===== src/rtl/fifo_circ_prog_pkg.sv =====
// Shared types and helpers for the circular FIFO.
// Optional feature macro: FIFO_ERR_EN (sticky OVF/UDF flags).
package fifo_pkg;

    typedef enum logic [1:0] {
        VACIO = 2'd0,
        OTROS = 2'd1,
        LLENO = 2'd2
    } estado_t;

    // Circular pointer advance: wraps to 0 after the last address.
    function automatic logic [31:0] ptr_inc(input logic [31:0] i_ptr, input logic [31:0] i_last);
        return (i_ptr == i_last) ? 32'd0 : i_ptr + 32'd1;
    endfunction

endpackage


===== src/rtl/fifo_circ_prog_if.sv =====
// Data/flag bundle of the circular FIFO.
// Optional feature macro: FIFO_ERR_EN adds OVF/UDF.
interface fifo_circ_prog_if #(
    parameter int LENGTH = 32,
    parameter int SIZE   = 8
);
    localparam int CW = $clog2(LENGTH + 1);

    logic            WRITE;
    logic            READ;
    logic [SIZE-1:0] DATA_IN;
    logic [SIZE-1:0] DATA_OUT;
    logic [CW-1:0]   USE_DW;
    logic            F_FULL_N;
    logic            F_EMPTY_N;
    logic            F_AFULL_N;
    logic            F_AEMPTY_N;
`ifdef FIFO_ERR_EN
    logic            OVF;
    logic            UDF;

    modport master (output WRITE, READ, DATA_IN,
                    input  DATA_OUT, USE_DW, F_FULL_N, F_EMPTY_N, F_AFULL_N, F_AEMPTY_N, OVF, UDF);
    modport slave  (input  WRITE, READ, DATA_IN,
                    output DATA_OUT, USE_DW, F_FULL_N, F_EMPTY_N, F_AFULL_N, F_AEMPTY_N, OVF, UDF);
`else
    modport master (output WRITE, READ, DATA_IN,
                    input  DATA_OUT, USE_DW, F_FULL_N, F_EMPTY_N, F_AFULL_N, F_AEMPTY_N);
    modport slave  (input  WRITE, READ, DATA_IN,
                    output DATA_OUT, USE_DW, F_FULL_N, F_EMPTY_N, F_AFULL_N, F_AEMPTY_N);
`endif

endinterface


===== src/rtl/fifo_circ_prog_mem.sv =====
// LENGTH x SIZE register array: one synchronous write port, one registered
// read port. The read register also carries the empty-FIFO bypass word and
// is the only part of the datapath that is reset.
module fifo_mem #(
    parameter int LENGTH = 32,
    parameter int SIZE   = 8,
    parameter int PW     = 5
) (
    input  logic            tsCLOCK,
    input  logic            tsRESET_N,
    input  logic            i_clear_n,
    input  logic            i_we,
    input  logic [PW-1:0]   i_waddr,
    input  logic [SIZE-1:0] i_wdata,
    input  logic            i_re,
    input  logic [PW-1:0]   i_raddr,
    input  logic            i_byp,
    input  logic [SIZE-1:0] i_byp_data,
    output logic [SIZE-1:0] o_rdata
);

    logic [SIZE-1:0] r_mem [LENGTH];

    // Write port; contents are deliberately left unreset.
    always_ff @(posedge tsCLOCK) begin
        if (i_we)
            r_mem[i_waddr] <= i_wdata;
    end

    // Read register: bypass word, stored word, or hold.
    always_ff @(posedge tsCLOCK or negedge tsRESET_N) begin
        if (!tsRESET_N)
            o_rdata <= '0;
        else if (!i_clear_n)
            o_rdata <= '0;
        else if (i_byp)
            o_rdata <= i_byp_data;
        else if (i_re)
            o_rdata <= r_mem[i_raddr];
    end

endmodule


===== src/rtl/fifo_circ_prog.sv =====
// Circular-buffer FIFO with programmable almost-full/almost-empty levels.
// Optional feature macro: FIFO_ERR_EN (sticky OVF/UDF error flags).
//
// state | meaning
// VACIO | no words stored
// OTROS | 0 < count < LENGTH
// LLENO | count == LENGTH
module fifo_circ_prog
    import fifo_pkg::*;
#(
    parameter int LENGTH   = 32,
    parameter int SIZE     = 8,
    parameter int AF_LEVEL = 28,
    parameter int AE_LEVEL = 4
) (
    input  logic           tsCLOCK,
    input  logic           tsRESET_N,
    input  logic           CLEAR_N,
    input  logic           scan_in,
    input  logic           scan_enable,
    input  logic           test_mode,
    output logic           scan_out,
    fifo_circ_prog_if.slave bus
);

    localparam int PW = (LENGTH > 2) ? $clog2(LENGTH) : 1;
    localparam int CW = $clog2(LENGTH + 1);
    localparam logic [31:0]   LAST_PTR = 32'(LENGTH - 1);
    localparam logic [CW-1:0] CNT_LAST = CW'(LENGTH - 1);

    estado_t       r_state, w_state_nxt;
    logic [PW-1:0] r_wp, r_rp;
    logic [PW-1:0] w_wp_inc, w_rp_inc;
    logic [CW-1:0] r_count;
    logic          w_wr_en, w_rd_en, w_byp;
    logic          w_ovf_set, w_udf_set;
    logic          w_unused_dft;

    assign w_unused_dft = &{1'b0, scan_in, scan_enable, test_mode};
    assign scan_out     = 1'b0;

    assign w_wp_inc = PW'(ptr_inc(32'(r_wp), LAST_PTR));
    assign w_rp_inc = PW'(ptr_inc(32'(r_rp), LAST_PTR));

    // Next state and per-cycle accept decisions.
    always_comb begin
        w_state_nxt = r_state;
        w_wr_en     = 1'b0;
        w_rd_en     = 1'b0;
        w_byp       = 1'b0;
        w_ovf_set   = 1'b0;
        w_udf_set   = 1'b0;
        case (r_state)
            VACIO: begin
                if (bus.WRITE && bus.READ) begin
                    w_byp = 1'b1;
                end else if (bus.WRITE) begin
                    w_wr_en     = 1'b1;
                    w_state_nxt = OTROS;
                end else if (bus.READ) begin
                    w_udf_set = 1'b1;
                end
            end
            OTROS: begin
                if (bus.WRITE && bus.READ) begin
                    w_wr_en = 1'b1;
                    w_rd_en = 1'b1;
                end else if (bus.WRITE) begin
                    w_wr_en = 1'b1;
                    if (r_count == CNT_LAST)
                        w_state_nxt = LLENO;
                end else if (bus.READ) begin
                    w_rd_en = 1'b1;
                    if (r_count == CW'(1))
                        w_state_nxt = VACIO;
                end
            end
            LLENO: begin
                if (bus.WRITE && bus.READ) begin
                    w_wr_en = 1'b1;
                    w_rd_en = 1'b1;
                end else if (bus.WRITE) begin
                    w_ovf_set = 1'b1;
                end else if (bus.READ) begin
                    w_rd_en     = 1'b1;
                    w_state_nxt = OTROS;
                end
            end
            default: w_state_nxt = VACIO;
        endcase
    end

    // State, pointers and count; CLEAR_N behaves like a synchronous reset.
    always_ff @(posedge tsCLOCK or negedge tsRESET_N) begin
        if (!tsRESET_N) begin
            r_state <= VACIO;
            r_wp    <= '0;
            r_rp    <= '0;
            r_count <= '0;
        end else if (!CLEAR_N) begin
            r_state <= VACIO;
            r_wp    <= '0;
            r_rp    <= '0;
            r_count <= '0;
        end else begin
            r_state <= w_state_nxt;
            if (w_wr_en)
                r_wp <= w_wp_inc;
            if (w_rd_en)
                r_rp <= w_rp_inc;
            case ({w_wr_en, w_rd_en})
                2'b10:   r_count <= r_count + CW'(1);
                2'b01:   r_count <= r_count - CW'(1);
                default: r_count <= r_count;
            endcase
        end
    end

`ifdef FIFO_ERR_EN
    logic r_ovf, r_udf;

    // Sticky error flags, cleared only by reset or CLEAR_N.
    always_ff @(posedge tsCLOCK or negedge tsRESET_N) begin
        if (!tsRESET_N) begin
            r_ovf <= 1'b0;
            r_udf <= 1'b0;
        end else if (!CLEAR_N) begin
            r_ovf <= 1'b0;
            r_udf <= 1'b0;
        end else begin
            if (w_ovf_set)
                r_ovf <= 1'b1;
            if (w_udf_set)
                r_udf <= 1'b1;
        end
    end

    assign bus.OVF = r_ovf;
    assign bus.UDF = r_udf;
`else
    logic w_unused_err;
    assign w_unused_err = w_ovf_set | w_udf_set;
`endif

    fifo_mem #(
        .LENGTH (LENGTH),
        .SIZE   (SIZE),
        .PW     (PW)
    ) u_mem (
        .tsCLOCK    (tsCLOCK),
        .tsRESET_N  (tsRESET_N),
        .i_clear_n  (CLEAR_N),
        .i_we       (w_wr_en & CLEAR_N),
        .i_waddr    (r_wp),
        .i_wdata    (bus.DATA_IN),
        .i_re       (w_rd_en),
        .i_raddr    (r_rp),
        .i_byp      (w_byp),
        .i_byp_data (bus.DATA_IN),
        .o_rdata    (bus.DATA_OUT)
    );

    assign bus.USE_DW     = r_count;
    assign bus.F_FULL_N   = (r_state != LLENO);
    assign bus.F_EMPTY_N  = (r_state != VACIO);
    assign bus.F_AFULL_N  = !(r_count >= CW'(AF_LEVEL));
    assign bus.F_AEMPTY_N = !(r_count <= CW'(AE_LEVEL));

endmodule


===== src/flat_wrapper.sv =====
// flat-port wrapper written by rule: the top's interface ports become plain ports
module fifo_circ_prog_flat import fifo_pkg::*;
#(
    parameter int LENGTH   = 32,
    parameter int SIZE     = 8,
    parameter int AF_LEVEL = 28,
    parameter int AE_LEVEL = 4
)
  (tsCLOCK, tsRESET_N, CLEAR_N, scan_in, scan_enable, test_mode, scan_out, bus_WRITE, bus_READ, bus_DATA_IN, bus_DATA_OUT, bus_USE_DW, bus_F_FULL_N, bus_F_EMPTY_N, bus_F_AFULL_N, bus_F_AEMPTY_N);
  fifo_circ_prog_if #(.LENGTH(LENGTH), .SIZE(SIZE)) bus_i ();
  input  logic tsCLOCK;
  input  logic tsRESET_N;
  input  logic CLEAR_N;
  input  logic scan_in;
  input  logic scan_enable;
  input  logic test_mode;
  output logic scan_out;
  input wire logic [$bits(bus_i.WRITE)-1:0] bus_WRITE;
  input wire logic [$bits(bus_i.READ)-1:0] bus_READ;
  input wire logic [$bits(bus_i.DATA_IN)-1:0] bus_DATA_IN;
  output wire logic [$bits(bus_i.DATA_OUT)-1:0] bus_DATA_OUT;
  output wire logic [$bits(bus_i.USE_DW)-1:0] bus_USE_DW;
  output wire logic [$bits(bus_i.F_FULL_N)-1:0] bus_F_FULL_N;
  output wire logic [$bits(bus_i.F_EMPTY_N)-1:0] bus_F_EMPTY_N;
  output wire logic [$bits(bus_i.F_AFULL_N)-1:0] bus_F_AFULL_N;
  output wire logic [$bits(bus_i.F_AEMPTY_N)-1:0] bus_F_AEMPTY_N;
  assign bus_i.WRITE = bus_WRITE;
  assign bus_i.READ = bus_READ;
  assign bus_i.DATA_IN = bus_DATA_IN;
  assign bus_DATA_OUT = bus_i.DATA_OUT;
  assign bus_USE_DW = bus_i.USE_DW;
  assign bus_F_FULL_N = bus_i.F_FULL_N;
  assign bus_F_EMPTY_N = bus_i.F_EMPTY_N;
  assign bus_F_AFULL_N = bus_i.F_AFULL_N;
  assign bus_F_AEMPTY_N = bus_i.F_AEMPTY_N;
  fifo_circ_prog #(.LENGTH(LENGTH), .SIZE(SIZE), .AF_LEVEL(AF_LEVEL), .AE_LEVEL(AE_LEVEL)) u_core (.tsCLOCK(tsCLOCK), .tsRESET_N(tsRESET_N), .CLEAR_N(CLEAR_N), .scan_in(scan_in), .scan_enable(scan_enable), .test_mode(test_mode), .scan_out(scan_out), .bus(bus_i));
endmodule

===== config.mk =====
export PLATFORM = sky130hd
export DESIGN_NAME = fifo_circ_prog_flat
export DESIGN_NICKNAME = d
export VERILOG_FILES = /design/src/rtl/fifo_circ_prog_pkg.sv /design/src/rtl/fifo_circ_prog_if.sv /design/src/rtl/fifo_circ_prog_mem.sv /design/src/rtl/fifo_circ_prog.sv /design/src/flat_wrapper.sv
export SDC_FILE = /design/constraint.sdc
export NUM_CORES = 1
export LEC_CHECK = 0
export ABC_AREA = 1
export CORE_MARGIN = 2
export CORE_UTILIZATION = 66
export DETAILED_ROUTE_END_ITERATION = 12
export PLACE_DENSITY = 0.84
export SYNTH_ARGS = -nofsm -noshare
export SYNTH_HDL_FRONTEND = slang
export SYNTH_HIERARCHICAL = 1
export SYNTH_SLANG_ARGS = --single-unit

===== constraint.sdc =====
create_clock -name tsCLOCK -period 4.74 [get_ports tsCLOCK]
set_input_delay 0.948 -clock tsCLOCK [delete_from_list [all_inputs] [get_ports tsCLOCK]]
set_output_delay 0.948 -clock tsCLOCK [all_outputs]
set_load 0.05 [all_outputs]

-- Word level (Yosys, flattened, before mapping)
Memory sizes are Yosys's and may differ from the RTL's.
Index checks and enable logic that the tools add are counted.
- register bits after elaboration: 26
- latch bits: 0
- bits in writable memories: 256
- memory bits (read-only): 0
- input bits: 16
- output and inout bits: 19
- logic and storage cells: 77
- memories: 1
- $add $sub $neg: 4
- multipliers: 0
- divide/modulo/power cells: 0
- $lt $le $gt $ge: 2
- equal/unequal tests: 22
- shifts and indexed selects: 0
- mux-type cells: 35
- bitwise operators: 1
- reductions and logical operators: 7
- memory list (name ; words ; width ; rd ports ; clocked after memory_dff ; write ports ; line ; source):
    u_core.u_mem.r_mem ; 32 ; 8 ; 1 ; 0 ; 1 ; fifo_circ_prog_mem.sv:22 ; logic [SIZE-1:0] r_mem [LENGTH];
- operators with widths (cell ; number):
    $mux W5 ; 6
    $mux W8 ; 3
    $mux W2 ; 11
    $ne A3 B3 Y1 const B ; 6
    $pmux W6 S2 ; 1
    $mux W1 ; 11
    $add A5 B1 Y5 const B ; 2
    $eq A5 B5 Y1 const B ; 2
    $reduce_and A9 Y1 ; 1
    $ne A4 B3 Y1 const B ; 2
    $add A6 B1 Y6 const B ; 1
    $eq A6 B1 Y1 const B ; 1
    $eq A6 B5 Y1 const B ; 1
    $ge A6 B5 Y1 const B ; 1
    $le A6 B3 Y1 const B ; 1
    $mux W6 ; 1
    $ne A3 B1 Y1 const B ; 2
    $pmux W2 S3 ; 1
    $sub A6 B1 Y6 const B ; 1
    $eq A2 B1 Y1 const B ; 2
    $eq A2 B2 Y1 const B ; 2
    $ne A2 B1 Y1 const B ; 2
    $ne A4 B4 Y1 const B ; 1
    $pmux W1 S3 ; 1
    other kinds (7) ; 8

-- Depth between registers and ports, before layout
Gate-level depths: netlist of the first run.
- depth in word-level cells: 7
- gate-level depth with buffers: 13
- depth with buffers taken out: 11

-- By module
The synthesis of the first run kept the hierarchy.
- by module, submodules not included (module ; instances ; cells each ; area each (µm²) ; sequential area each (µm²)):
    fifo_mem ; 1 ; 1113 ; 11467.2 ; 7887.6
    fifo_circ_prog ; 1 ; 189 ; 1341.3 ; 450.4

-- Least setup slack after synthesis of the first run
No wires, ideal clock.
- path type: flip-flop to output port
- from: register u_core.r_count[0] (netlist: u_core/bus.USE_DW[0])
- to: output port bus_F_AEMPTY_N
- data arrival time: 1.988 ns
- required time: 3.792 ns
- slack: 1.804 ns
- stages on the path, launching flop included: 4
- buffers on the path: 0
- cell sequence: dfrtp_1 inv_1 ha_1 o211ai_1
- longest elaborated chain between the ends: 2
- RTL lines (element ; line ; source):
    start, declared ; fifo_circ_prog.sv:34 ; logic [CW-1:0] r_count;
    start signal, assigned ; fifo_circ_prog.sv:112 ; 2'b10: r_count <= r_count + CW'(1);
    start signal, assigned ; fifo_circ_prog.sv:113 ; 2'b01: r_count <= r_count - CW'(1);
    start signal, assigned ; fifo_circ_prog.sv:114 ; default: r_count <= r_count;
    $le A6 B3 Y1 ; fifo_circ_prog.sv:167 ; assign bus.F_AEMPTY_N = !(r_count <= CW'(AE_LEVEL));
    $logic_not A1 Y1 ; fifo_circ_prog.sv:167 ;
    end, declared ; flat_wrapper.sv:26 ; output wire logic [$bits(bus_i.F_AEMPTY_N)-1:0] bus_F_AEMPTY_N;
No other way between the ends.

-- Final worst setup path of the first run
- from: input port bus_WRITE
- to: memory u_core.u_mem.r_mem[29][4] (enable)
- longest elaborated chain between the ends: 6
- elaborated cells between the ends (all ways): 9
- classes of those cells: 7 x mux; 1 x bitwise; 1 x reduce/logical
- RTL lines (element ; line ; source):
    start, declared ; flat_wrapper.sv:18 ; input wire logic [$bits(bus_i.WRITE)-1:0] bus_WRITE;
    $mux W1 or $logic_and A1 B1 Y1 (tied branches) ; - ;
    $mux W1, on equally long branches ; - ;
    $pmux W1 S3 (*) ; fifo_circ_prog.sv:53 ; case (r_state)
    $and A1 B1 Y1 (*) ; fifo_circ_prog.sv:153 ; .i_we (w_wr_en & CLEAR_N),
    $mux W1 (*) ; fifo_circ_prog_mem.sv:26 ; if (i_we)
    $mux W1 (not written as such) (*) ; fifo_circ_prog_mem.sv:27 ; r_mem[i_waddr] <= i_wdata;
    end, declared ; fifo_circ_prog_mem.sv:22 ;
Mark *: on every way between the ends. The rest lies on a longest branch, timed or not.

==> results of run 1 <==
==> per-stage QoR <==
stage | instances | setup WS (ns) | hold WS, ns
3_5_place_dp | 1545 | 0.891 | 0.469
6_report | 1597 | 1.33 | 0.484
4_1_cts | 1597 | 1.32 | 0.491
5_1_grt | 1597 | 1.21 | 0.520
2_1_floorplan | 1302 | 1.80 | 0.465
3_3_place_gp | 1545 | 1.03 | 0.466
==> cell type report <==
type | instances | area (um^2) | area share
repair buffers | 42 | 375 | 0.0266
inverters | 168 | 633 | 0.0449
well taps | 260 | 325 | 0.0231
clock inverters | 19 | 238 | 0.0169
multi-input cells | 793 | 3460 | 0.245
flip-flops and latches | 282 | 8340 | 0.592
clock buffers | 33 | 719 | 0.0511
==> per-layer routing <==
metal / GRT usage / wire [um]
met5: 0 / 0
met4: 0.117 / 1090
met3: 0.0477 / 2790
met2: 0.492 / 14300
met1: 0.400 / 11300
==> layout by cell type (no fill, tap or decap) <==
cell / netlist / final
a21oi_1: 4 / 4
clkdlybuf4s50_1: 0 / 27
clkinv_4: 0 / 1
clkinv_8: 0 / 1
dfrtp_4: 0 / 1
dfrtp_1: 26 / 24
or2_1: 1 / 1
nor3_1: 2 / 2
nand4_1: 3 / 3
ha_1: 11 / 11
a21oi_2: 1 / 1
o21ai_1: 8 / 8
bufinv_16: 0 / 5
xor2_1: 3 / 3
clkinv_1: 0 / 2
inv_1: 164 / 164
edfxtp_1: 256 / 256
clkbuf_1: 9 / 5
clkbuf_16: 0 / 28
o211ai_1: 6 / 6
conb_1: 1 / 1
o21ai_0: 7 / 7
nand2_1: 452 / 452
clkinvlp_4: 0 / 2
and3_1: 1 / 1
buf_4: 11 / 12
inv_4: 1 / 1
xnor2_1: 3 / 3
nor2_4: 1 / 1
clkinv_2: 0 / 8
nand3_1: 215 / 215
dfrtp_2: 0 / 1
nor2_2: 1 / 1
inv_2: 3 / 3
buf_2: 21 / 3
nor2_1: 69 / 69
nand2_2: 4 / 4
==> cells by family (layout without fill, tap and decap cells) <==
| logic type | after synthesis | after routing | synth area share |
|---|---|---|---|
| simple gates | 749 | 749 | 0.243 |
| flops | 282 | 282 | 0.651 |
| buf+inv | 227 | 262 | 0.0790 |
| compound gates | 26 | 26 | 0.0116 |
| fa+ha+maj | 11 | 11 | 0.0107 |
| xor+xnor | 6 | 6 | 0.00410 |
| other cells | 1 | 1 | 0.000293 |
==> power breakdown <==
part | switching, uW | leakage (uW) | total [uW] | internal (uW)
combinational | 1360 | 0.00280 | 1920 | 554
clock | 912 | 0.000467 | 2270 | 1360
sequential | 128 | 0.00265 | 2930 | 2800
total | 2400 | 0.00592 | 7120 | 4710
==> flip-flops by register name (all words and copies together) (netlist names) <==
name                  count
u_core/r_state            2
u_core/bus.USE_DW         6
u_core/u_mem/r_mem      256
u_core/r_wp               5
u_core/r_rp               5
u_core/u_mem/o_rdata      8
==> worst paths after layout <==
path / to / start / slack [ns]
worst min-delay path: u_core/u_mem/o_rdata[4] / u_core/u_mem/o_rdata[4] / 0.48
max in group asynchronous: u_core/r_rp[0] / tsRESET_N / 3.66
worst min register to register: u_core/u_mem/o_rdata[4] / u_core/u_mem/o_rdata[4] / 0.48
worst max-delay path: u_core/u_mem/r_mem[29][4] / bus_WRITE / 1.33
worst max register to register: u_core/u_mem/r_mem[29][4] / u_core/r_state[0] / 1.60
min in group asynchronous: u_core/bus.USE_DW[0] / tsRESET_N / 0.78
==> critical path: cells and delay by family <==
kind / cells / cell delay (ns)
buf+inv: 1 / 0.58
simple gates: 6 / 2.03
==> reports/metrics.csv, run 1 <==
metric;value;unit
Synth Area per Inst;9.84;um^2
number of I/O port buffers;30;
DRT Wirelength;29400;um
final setup TNS;0;ns
count leader, synth;nand2_1;
worst path required time;4.90;ns
Final Max Slew Viols;0;
Lkg Pwr;0.00592;uW
status;completed;
Post-synth EDFFs;256;
vias after detailed routing;9148;
H-tree Lvls;1;
Nets;1342;
sequential fraction of the synthesis area;0.651;
Worst path max stage delay;0.80;ns
final core occ;0.746;
row count;50;
Max Fclk;294;MHz
Die Y-Extent;143;um
crit-path most repeated cell;nand3_1;
synth warn;6;
layout cell share with drive strength beyond 1;0.0546;
Final Hold Viols;0;
vias in the first global route;8883;
clk buf depth;3;
Num CTS Buffers;28;
first-pass GRT wire length;46000;um
maximum fanout along the worst path;11;
Yosys reg bits;282;
Area contributors post-synth;edfxtp_1 (60%), nand2_1 (13%), nand3_1 (8.4%);
Tightest Hold Check Type;flop to flop;
post-synth top area share;0.600;
unrepaired setup endpoints after global routing;no;
most frequent cells after synthesis;nand2_1 (452), edfxtp_1 (256), nand3_1 (215);
maximum vdd drop;0.000378;V
asr flop ratio synth;0.0922;
unique cell type count in the Yosys netlist;29;
core area;0.0189;mm^2
Post-CTS Resized;0;
root buffer cell;clkbuf_16;
Cells after Synth;1302;
slew margin rel.;0.143;
CP Capture Type;flop;
max capacitance violation total;0;
# DRC;0;
largest net degree at the start of global routing;90;
Layout area overhead;10.0;%
cell taking the most area after synthesis;edfxtp_1;
arrival time worst endpoint;3.57;ns
Fill cells;1261;
gpl congestion;0.871;
post-synth net total;1329;
Post-Syn Area;0.0128;mm^2
Initial Util;0.678;
routed len/inst;18.4;um
Tmin final;3.41;ns
CTS tree;yes;
# IOs;35;
CTS Hold Buffers Added;0;
all-layer global routing usage;0.297;
crit-path cells;clkdlybuf4s50_1 > nand2_1 > nand3_1 > nand2_2 > nor2_4 > nand3_1 > nor2_1;
die area;0.0205;mm^2
Area after DPL;0.0131;mm^2
Die W;143;um
Via density;5.73;
Startpoint Class;input pin;
Final Power;7120;uW
critical path class;input pin to flop;
setup bufs post-CTS;0;
Worst-path clk slew;0.06;ns
predominant post-synthesis flop cell;edfxtp_1;
total congestion overflow;0;
PD cells;505;mW/mm^2
Post-DP HPWL;16800;um
CP max stage cell;nor2_1;
# diodes;0;
hold depth;2;
initial antenna violation count;0;
final setup fails;0;
worst-skew pair later-pin latency;0.56;ns
Worst-Margin Slew;1.29;ns
Final Cell Area;0.0141;mm^2
Antenna Violating Nets Remaining;0;
worst clock skew;0.0320;ns
Clock Sink Count;282;
drt pass-1 iters;6;
Initial DRC Count;1183;
FF-to-FF path depth;8;
Final Cycle Share;0.719;
(Power assumes the default switching activity.)
==> run 2: changes to the inputs <==
- CORE_UTILIZATION: 66 -> 62
- PLACE_DENSITY: 0.84 -> 0.8
- clock period: 4.74 -> 3.6 ns (I/O delays scaled with it)
==> reports/metrics.csv, run 2 (same netlist as run 1, synthesis figures left out) <==
metric;value;unit;change
status;completed;;
met3 WL post-DR;2700;um;-3.2%
Post-DP HPWL;18000;um;+7.2%
flip-flop count of the largest register after layout;256;;unchanged
Final Cycle Share;0.890;;
maximum fanout along the worst path;7;;-4
Worst Hold Path EP;u_core/u_mem/o_rdata[7];;
total congestion overflow;0;;unchanged
CTS tree;yes;;
Final Hold Viols;0;;unchanged
row count;52;;+4.0%
Clock Sink Count;282;;unchanged
Biggest register;u_core/u_mem/r_mem;;
maximum vdd drop;0.000612;V;+62%
worst clock skew;0.0117;ns;-0.0203 ns
switching pwr;3220;uW;+34%
slew margin rel.;0.266;;+0.123
Worst-Margin Slew;1.10;ns;-0.186 ns
Initial Util;0.633;;-0.0449
Post-CTS Resized;0;;unchanged
setup bufs post-CTS;0;;unchanged
root buffer cell;clkbuf_16;;
vias after detailed routing;9248;;+1.1%
Via density;5.62;;-2.0%
Die Y-Extent;148;um;+3.1%
Nets;1382;;+3.0%
Startpoint Class;flop;;
# IOs;35;;unchanged
gpl congestion;0.873;;+0.28%
Tmin final;3.21;ns;
met1 wire length;11000;um;-2.6%
Area after DPL;0.0135;mm^2;+2.6%
PD cells;659;mW/mm^2;+31%
arrival time worst endpoint;2.49;ns;-1.08 ns
Initial DRC Count;1223;;+3.4%
Int Power;6320;uW;+34%
final setup fails;0;;unchanged
Sw Share;0.338;;about the same
Clk pwr share;0.324;;+0.005
worst path required time;2.88;ns;-2.02 ns
Tightest Hold Check Type;flop to flop;;
layout cell share with drive strength beyond 1;0.0828;;+0.0282
Layout area overhead;13.1;%;
r2r startpoint;u_core/r_rp[0];;
hold depth;2;;unchanged
R2R setup slack;0.82;ns;-0.78 ns
Num CTS Buffers;28;;unchanged
die area;0.0218;mm^2;+6.3%
initial antenna violation count;0;;unchanged
DRT Wirelength;28900;um;-1.7%
hold path startpoint;u_core/u_mem/o_rdata[7];;
Final Cell Area;0.0145;mm^2;+2.8%
final setup TNS;0;ns;unchanged
met2 wire len;14500;um;+1.4%
H-tree Lvls;1;;unchanged
Reg-to-Reg End;u_core/u_mem/o_rdata[4];;
# DRC;0;;unchanged
Final Power;9550;uW;+34%
Max Fclk;312;MHz;
Antenna Violating Nets Remaining;0;;unchanged
Storage cell area;0.00834;mm^2;unchanged
first-pass GRT wire length;45200;um;-1.7%
commonest non-fill, non-tap cell in the layout;nand2_1;;
vias in the first global route;8691;;-2.2%
area of the multi-input gates;0.00346;mm^2;unchanged
Fill cells;1366;;+8.3%
CP Capture Type;output port;;
worst-skew pair later-pin latency;0.54;ns;-0.02 ns
critical path class;flop to output port;;
most frequent cells in the layout;nand2_1 (452), edfxtp_1 (256), nand3_1 (215);;
Comb pwr share;0.271;;+0.002
number of I/O port buffers;30;;unchanged
all-layer global routing usage;0.269;;-0.0279
routed len/inst;17.6;um;-4.6%
clk buf depth;3;;unchanged
CTS Hold Buffers Added;0;;unchanged
Top Metal Used;met4;;
FF-to-FF path depth;11;;+3
largest net degree at the start of global routing;72;;-20%
max capacitance violation total;0;;unchanged
Final Max Slew Viols;0;;unchanged
Worst-path clk slew;0.06;ns;about the same
drt pass-1 iters;8;;+2
core area;0.0202;mm^2;+7.1%
Die W;148;um;+3.1%
# diodes;0;;unchanged
Lkg Pwr;0.00615;uW;+3.9%
sequential share of power;0.405;;-0.006
unrepaired setup endpoints after global routing;no;;
run 2: cell count changes in the layout (fill, tap and decap cells not counted):
cell	delta
clkinvlp_4	+2
clkinv_4	+1
buf_2	-3
inv_6	+2
buf_4	+39
buf_12	+1
clkbuf_1	-4
clkbuf_16	+2
clkdlybuf4s50_1	+3
clkinv_2	-2
clkinv_8	-1
run 2: critical path: stages (launching register included):
cell	delay [ns]
dfrtp_1	0.47
inv_1	0.15
ha_1	0.29
o211ai_1	0.20
clkdlybuf4s50_1	0.83
run 2: final cells by class:
cell class              instances  share of cell area
flip-flops and latches        282               0.576
multi-input cells             793               0.239
clock buffers                  31              0.0521
repair buffers                 82              0.0486
inverters                     168              0.0437
well taps                     270              0.0233
clock inverters                21              0.0175
run 2: worst max-delay path by stage:
| stage | start | endpoint | slack (ns) | cells after the start |
|---|---|---|---|---|
| after detailed placement | bus_WRITE | u_core/u_mem/r_mem[16][0] | 0.47 | 8 |
| after global placement | bus_WRITE | u_core/u_mem/r_mem[18][4] | 0.53 | 8 |
| final | u_core/bus.USE_DW[0] | bus_F_AEMPTY_N | 0.39 | 4 |
| after CTS | u_core/bus.USE_DW[0] | bus_F_AEMPTY_N | 0.38 | 4 |
| after global routing | u_core/bus.USE_DW[0] | bus_F_AEMPTY_N | 0.32 | 4 |
| after floorplan | u_core/bus.USE_DW[0] | bus_F_AEMPTY_N | 0.89 | 3 |
run 2: layer usage:
layer	track usage	vias up
met4	0.0832	0
met3	0.0475	74
met5	0	-
li1	-	4345
met2	0.458	481
met1	0.357	4348
run 2: stage by stage:
step            util  instances  hold slack [ns]  worst slack (ns)
3_5_place_dp   0.666       1595            0.474             0.465
2_1_floorplan      -       1302            0.424             0.892
3_3_place_gp   0.666       1595            0.468             0.529
5_1_grt        0.716       1647            0.500             0.324
4_1_cts        0.716       1647            0.491             0.383
6_report       0.716       1647            0.485             0.394
run 2: power groups by stage:
stage,Combinational [uW],Sequential (uW),Clock (uW)
floorplan,1760,4030,0
global placement,2460,3930,0
detailed placement,2520,3940,0
CTS,2550,3870,3120
global route,2820,3890,3250
finish,2590,3870,3090
==> patch 1: new RTL, flow settings as in run 2 <==
Re-encode `estado_t` (3 values) as one-hot, 3 bits wide.
--- a/src/rtl/fifo_circ_prog_pkg.sv
+++ b/src/rtl/fifo_circ_prog_pkg.sv
@@ -3,8 +3,8 @@
 package fifo_pkg;
 
-    typedef enum logic [1:0] {
-        VACIO = 2'd0,
-        OTROS = 2'd1,
-        LLENO = 2'd2
+    typedef enum logic [2:0] {
+        VACIO = 3'b001,
+        OTROS = 3'b010,
+        LLENO = 3'b100
     } estado_t;
 
Function: no difference found for any inputs over 4 cycles, from zero or initial values and one cycle with tsRESET_N low; so few cycles prove little.
==> patch 1 against run 2 <==
  * Clock skew down 0.0037 ns
  * Sequential cell count is 1 higher
  * Synthesized area grew 0.44%
  * Design area up 0.80%
  * Setup slack better by 0.085 ns
  * Sequential share of layout area down 0.28 points
  * Synthesized cell count increased by 0.38%
  * Highest routed layer unchanged
  * Routed wire length rose by 3.4%
  * Critical path type unchanged
  * Largest cell class unchanged
  * Count of clock-buffer cells in the layout grew 2
  * Total power fell by 13%
  * Via count up 0.77%
==> patch 1: results (changes against run 2) <==
number of buffers added by the clock tree synthesis step -> 29 (+3.6%)
status -> finished clean
VDD IR-drop max -> 0.648 mV (+6.0%)
met2 wire len -> 14.6 mm (+0.70%)
sequential cell area -> 8370 um2 (+0.31%)
internal reg-to-reg setup slack -> 0.97 ns (+0.15 ns)
post-detail-place hpwl -> 18.7 mm (+3.8%)
post-placement cell count -> 1607 (+0.75%)
CP arrival -> 2.40 ns (-0.09 ns)
worst slew pin tran -> 1.02 ns (-0.0799 ns)
met2 usage -> 0.451 (-0.00721)
placer congestion estimate -> 0.938 (+7.5%)
fill cell instance count of the final layout -> 1423 (+4.2%)
worst slack at placement -> 0.495 ns (+0.0298 ns)
synthesized area divided by synthesized cell count -> 9.84 um2 (about the same)
maximum number of pins on one net before global-route repair -> 67 (-6.9%)
startpoint of the most critical hold path -> u_core/u_mem/o_rdata[4]
fraction of layout cells with a size suffix above 1 -> 0.0921 (+0.00930)
fraction of the yosys area taken by sequential cells -> 0.650 (-0.000807)
met1 routing resource usage after global routing -> 0.374 (+0.0179)
drt total wl -> 29.9 mm (+3.4%)
crit path max-delay cell type -> sky130_fd_sc_hd__clkdlybuf4s50_1
total inserted antenna cells -> 0 (unchanged)
wire length of the first global-routing pass -> 46.5 mm (+3.0%)
number of unique standard cell types used by synthesis -> 34 (+17%)
Critical Path Fanout Max -> 6 (-1)
post-synth net total -> 1330 (+0.075%)
most numerous cell types in the synthesized netlist -> sky130_fd_sc_hd__nand2_1, sky130_fd_sc_hd__edfxtp_1, sky130_fd_sc_hd__nand3_1, sky130_fd_sc_hd__inv_1, sky130_fd_sc_hd__nor2_1
Post-layout nets -> 1391 (+0.65%)
Detailed Route Iter0 Violations -> 1028 (-16%)
static power due to leakage -> 0.00618 uW (+0.42%)
met3 track utilization from global routing -> 0.0491 (+0.00154)
number of global-route vias before repair -> 8822 (+1.5%)
top post-synthesis cells by area -> sky130_fd_sc_hd__edfxtp_1, sky130_fd_sc_hd__nand2_1, sky130_fd_sc_hd__nand3_1
routed vias/inst -> 5.61 (about the same)
Post-Route Skew -> 0.00803 ns (-0.00370 ns)
via count -> 9319 (+0.77%)
async set-or-reset flop fraction in the synthesized netlist -> 0.0954 (+0.00321)
hold worst-path end -> u_core/u_mem/o_rdata[4]
first-pass detailed-route iteration total -> 6 (-2)
met3 layer wire length in the routed design -> 2.59 mm (-4.1%)
global-route total usage across every layer -> 0.276 (+0.00695)
instance area at placement -> 13600 um2 (+1.0%)
Hold WS -> 0.486 ns (+0.000581 ns)
power dissipated by switching net loads -> 2320 uW (-28%)
[patch 1: cell type report]
cell class                 count  share of cell area
clock buffer                  33              0.0507
sequential                   283               0.573
inverter                     163              0.0421
timing repair buffer          89              0.0526
tap                          270              0.0231
clock inverter                20              0.0169
multi-input combinational    802               0.241
[patch 1: cells by family after synthesis]
group,Yosys count,synth area share
flip-flops,283,0.650
other,1,0.000291
adder cells (fa/ha/maj),7,0.00681
buffers and inverters,222,0.0761
AND/OR/NAND/NOR,754,0.246
AO/OA/AOI/OAI,33,0.0156
XOR/XNOR,7,0.00477
[patch 1: tightest hold or removal path: cells and delay by family, from the launching register on]
kind          cells  cell delay (ns)
flops             1             0.34
simple gates      2             0.11
[patch 1: power by group through the flow]
stage	clock network, uW	logic [uW]	registers (uW)
5_1_grt	3260	1580	3800
4_1_cts	3130	1440	3780
3_3_place_gp	0	1400	3850
6_report	3100	1450	3780
2_1_floorplan	0	894	3970
3_5_place_dp	0	1430	3850
==> patch 2: new RTL, flow settings as in run 2 <==
Without the edit above. `LENGTH` is set to 32 in 4 places; all go to 16.
--- a/src/rtl/fifo_circ_prog_if.sv
+++ b/src/rtl/fifo_circ_prog_if.sv
@@ -2,5 +2,5 @@
 // Optional feature macro: FIFO_ERR_EN adds OVF/UDF.
 interface fifo_circ_prog_if #(
-    parameter int LENGTH = 32,
+    parameter int LENGTH = 16,
     parameter int SIZE   = 8
 );
--- a/src/rtl/fifo_circ_prog_mem.sv
+++ b/src/rtl/fifo_circ_prog_mem.sv
@@ -3,5 +3,5 @@
 // is the only part of the datapath that is reset.
 module fifo_mem #(
-    parameter int LENGTH = 32,
+    parameter int LENGTH = 16,
     parameter int SIZE   = 8,
     parameter int PW     = 5
--- a/src/rtl/fifo_circ_prog.sv
+++ b/src/rtl/fifo_circ_prog.sv
@@ -9,5 +9,5 @@
     import fifo_pkg::*;
 #(
-    parameter int LENGTH   = 32,
+    parameter int LENGTH   = 16,
     parameter int SIZE     = 8,
     parameter int AF_LEVEL = 28,
--- a/src/flat_wrapper.sv
+++ b/src/flat_wrapper.sv
@@ -2,5 +2,5 @@
 module fifo_circ_prog_flat import fifo_pkg::*;
 #(
-    parameter int LENGTH   = 32,
+    parameter int LENGTH   = 16,
     parameter int SIZE     = 8,
     parameter int AF_LEVEL = 28,
Ports: changed (resized bus_USE_DW); port bits go from 35 to 34. No check against the original RTL was run, so the function may have changed too.
==> patch 2 against run 2 <==
  * Synthesized area is 45% lower
  * Utilization up 1.5 points
  * Total power down 40%
  * Highest routed layer unchanged
  * Design area down 45%
  * Count of clock-buffer cells in the layout fell by 13
  * Largest power group unchanged
  * Critical path depth up 3
  * Setup slack improved by 0.43 ns
  * Worst hold slack got worse by 0.0042 ns
  * Global-route usage fell by 0.20 points
  * Register-to-register slack improved by 0.20 ns
  * Routed wire length decreased by 46%
  * Sequential cell count decreased by 131
==> patch 2: results (changes against run 2) <==
Detailed Route Iter0 Violations -> 580 (-53%)
proportion of total power due to net switching -> 0.355 (+0.0174)
TritonCTS Sinks -> 151 (-46%)
internal reg-to-reg setup slack -> 1.02 ns (+0.20 ns)
met3 track utilization from global routing -> 0.0554 (+0.00790)
number of buffers added by the clock tree synthesis step -> 17 (-39%)
delay of the slowest critical-path stage -> 0.63 ns (-0.20 ns)
drt total wl -> 15.7 mm (-46%)
placer congestion estimate -> 0.874 (+0.10%)
proportion of cell area occupied by multi-input gates -> 0.257 (+0.0179)
most numerous cell types in the synthesized netlist -> sky130_fd_sc_hd__nand2_1, sky130_fd_sc_hd__edfxtp_1, sky130_fd_sc_hd__nand3_1, sky130_fd_sc_hd__inv_1, sky130_fd_sc_hd__nor2_1
post-detail-place hpwl -> 9.83 mm (-45%)
CP arrival -> 2.83 ns (+0.34 ns)
worst setup path startpoint -> bus_WRITE
Port-buffer cells -> 29 (-3.3%)
layout clock buffer count -> 18 (-42%)
static power due to leakage -> 0.00350 uW (-43%)
destination of the worst register-to-register timing path -> u_core/u_mem/r_mem[9][0]
startpoint of the most critical hold path -> u_core/u_mem/o_rdata[4]
Hold WS -> 0.481 ns (-0.00425 ns)
inverter count -> 98 (-42%)
number of buffers outside the clock class in the layout -> 35 (-57%)
post-placement cell count -> 885 (-45%)
met2 usage -> 0.461 (+0.00344)
sequential cell area -> 4420 um2 (-47%)
VDD IR-drop max -> 0.522 mV (-15%)
global-route total usage across every layer -> 0.267 (-0.00204)
fraction of the yosys area taken by sequential cells -> 0.628 (-0.0231)
fraction of layout cells with a size suffix above 1 -> 0.0579 (-0.0249)
combinational share of power -> 0.313 (+0.042)
routed vias/inst -> 5.66 (+0.83%)
hold worst-path end -> u_core/u_mem/o_rdata[4]
top post-synthesis cells by area -> sky130_fd_sc_hd__edfxtp_1, sky130_fd_sc_hd__nand2_1, sky130_fd_sc_hd__nand3_1
maximum number of pins on one net before global-route repair -> 69 (-4.2%)
Clk. pwr -> 1850 uW (-40%)
status -> finished clean
Post-layout nets -> 790 (-43%)
fill cell instance count of the final layout -> 772 (-43%)
number of global-route vias before repair -> 5106 (-41%)
clock network latency to the later pin of the worst-skew pair -> 0.42 ns (-0.12 ns)
critical path class -> input port to register
flip-flop count of the largest register, all copies and words added -> 128 (-50%)
instance area at placement -> 7360 um2 (-45%)
## patch 2: cell count changes in the layout (fill, tap and decap cells not counted), sizes merged, moves of 5 or more
cell and change:
o21ai -10, nand3 -96, o211ai -5, edfxtp -128, clkinv -5, nand2 -187
clkbuf -13, inv -70, buf -46, nor2 -28
## patch 2: kinds of logic after synthesis
| group | count (synthesis) | synth area share |
|---|---|---|
| flip-flops | 151 | 0.628 |
| adder cells (fa/ha/maj) | 10 | 0.0178 |
| buffers and inverters | 127 | 0.0807 |
| AO/OA/AOI/OAI | 12 | 0.0112 |
| AND/OR/NAND/NOR | 434 | 0.257 |
| other | 1 | 0.000533 |
| XOR/XNOR | 4 | 0.00498 |
## patch 2: worst min-delay path, cell delays in order, from the launching register on
cell                      delay (ns)
sky130_fd_sc_hd__dfrtp_1        0.34
sky130_fd_sc_hd__nand2_1        0.05
sky130_fd_sc_hd__nand2_1        0.06
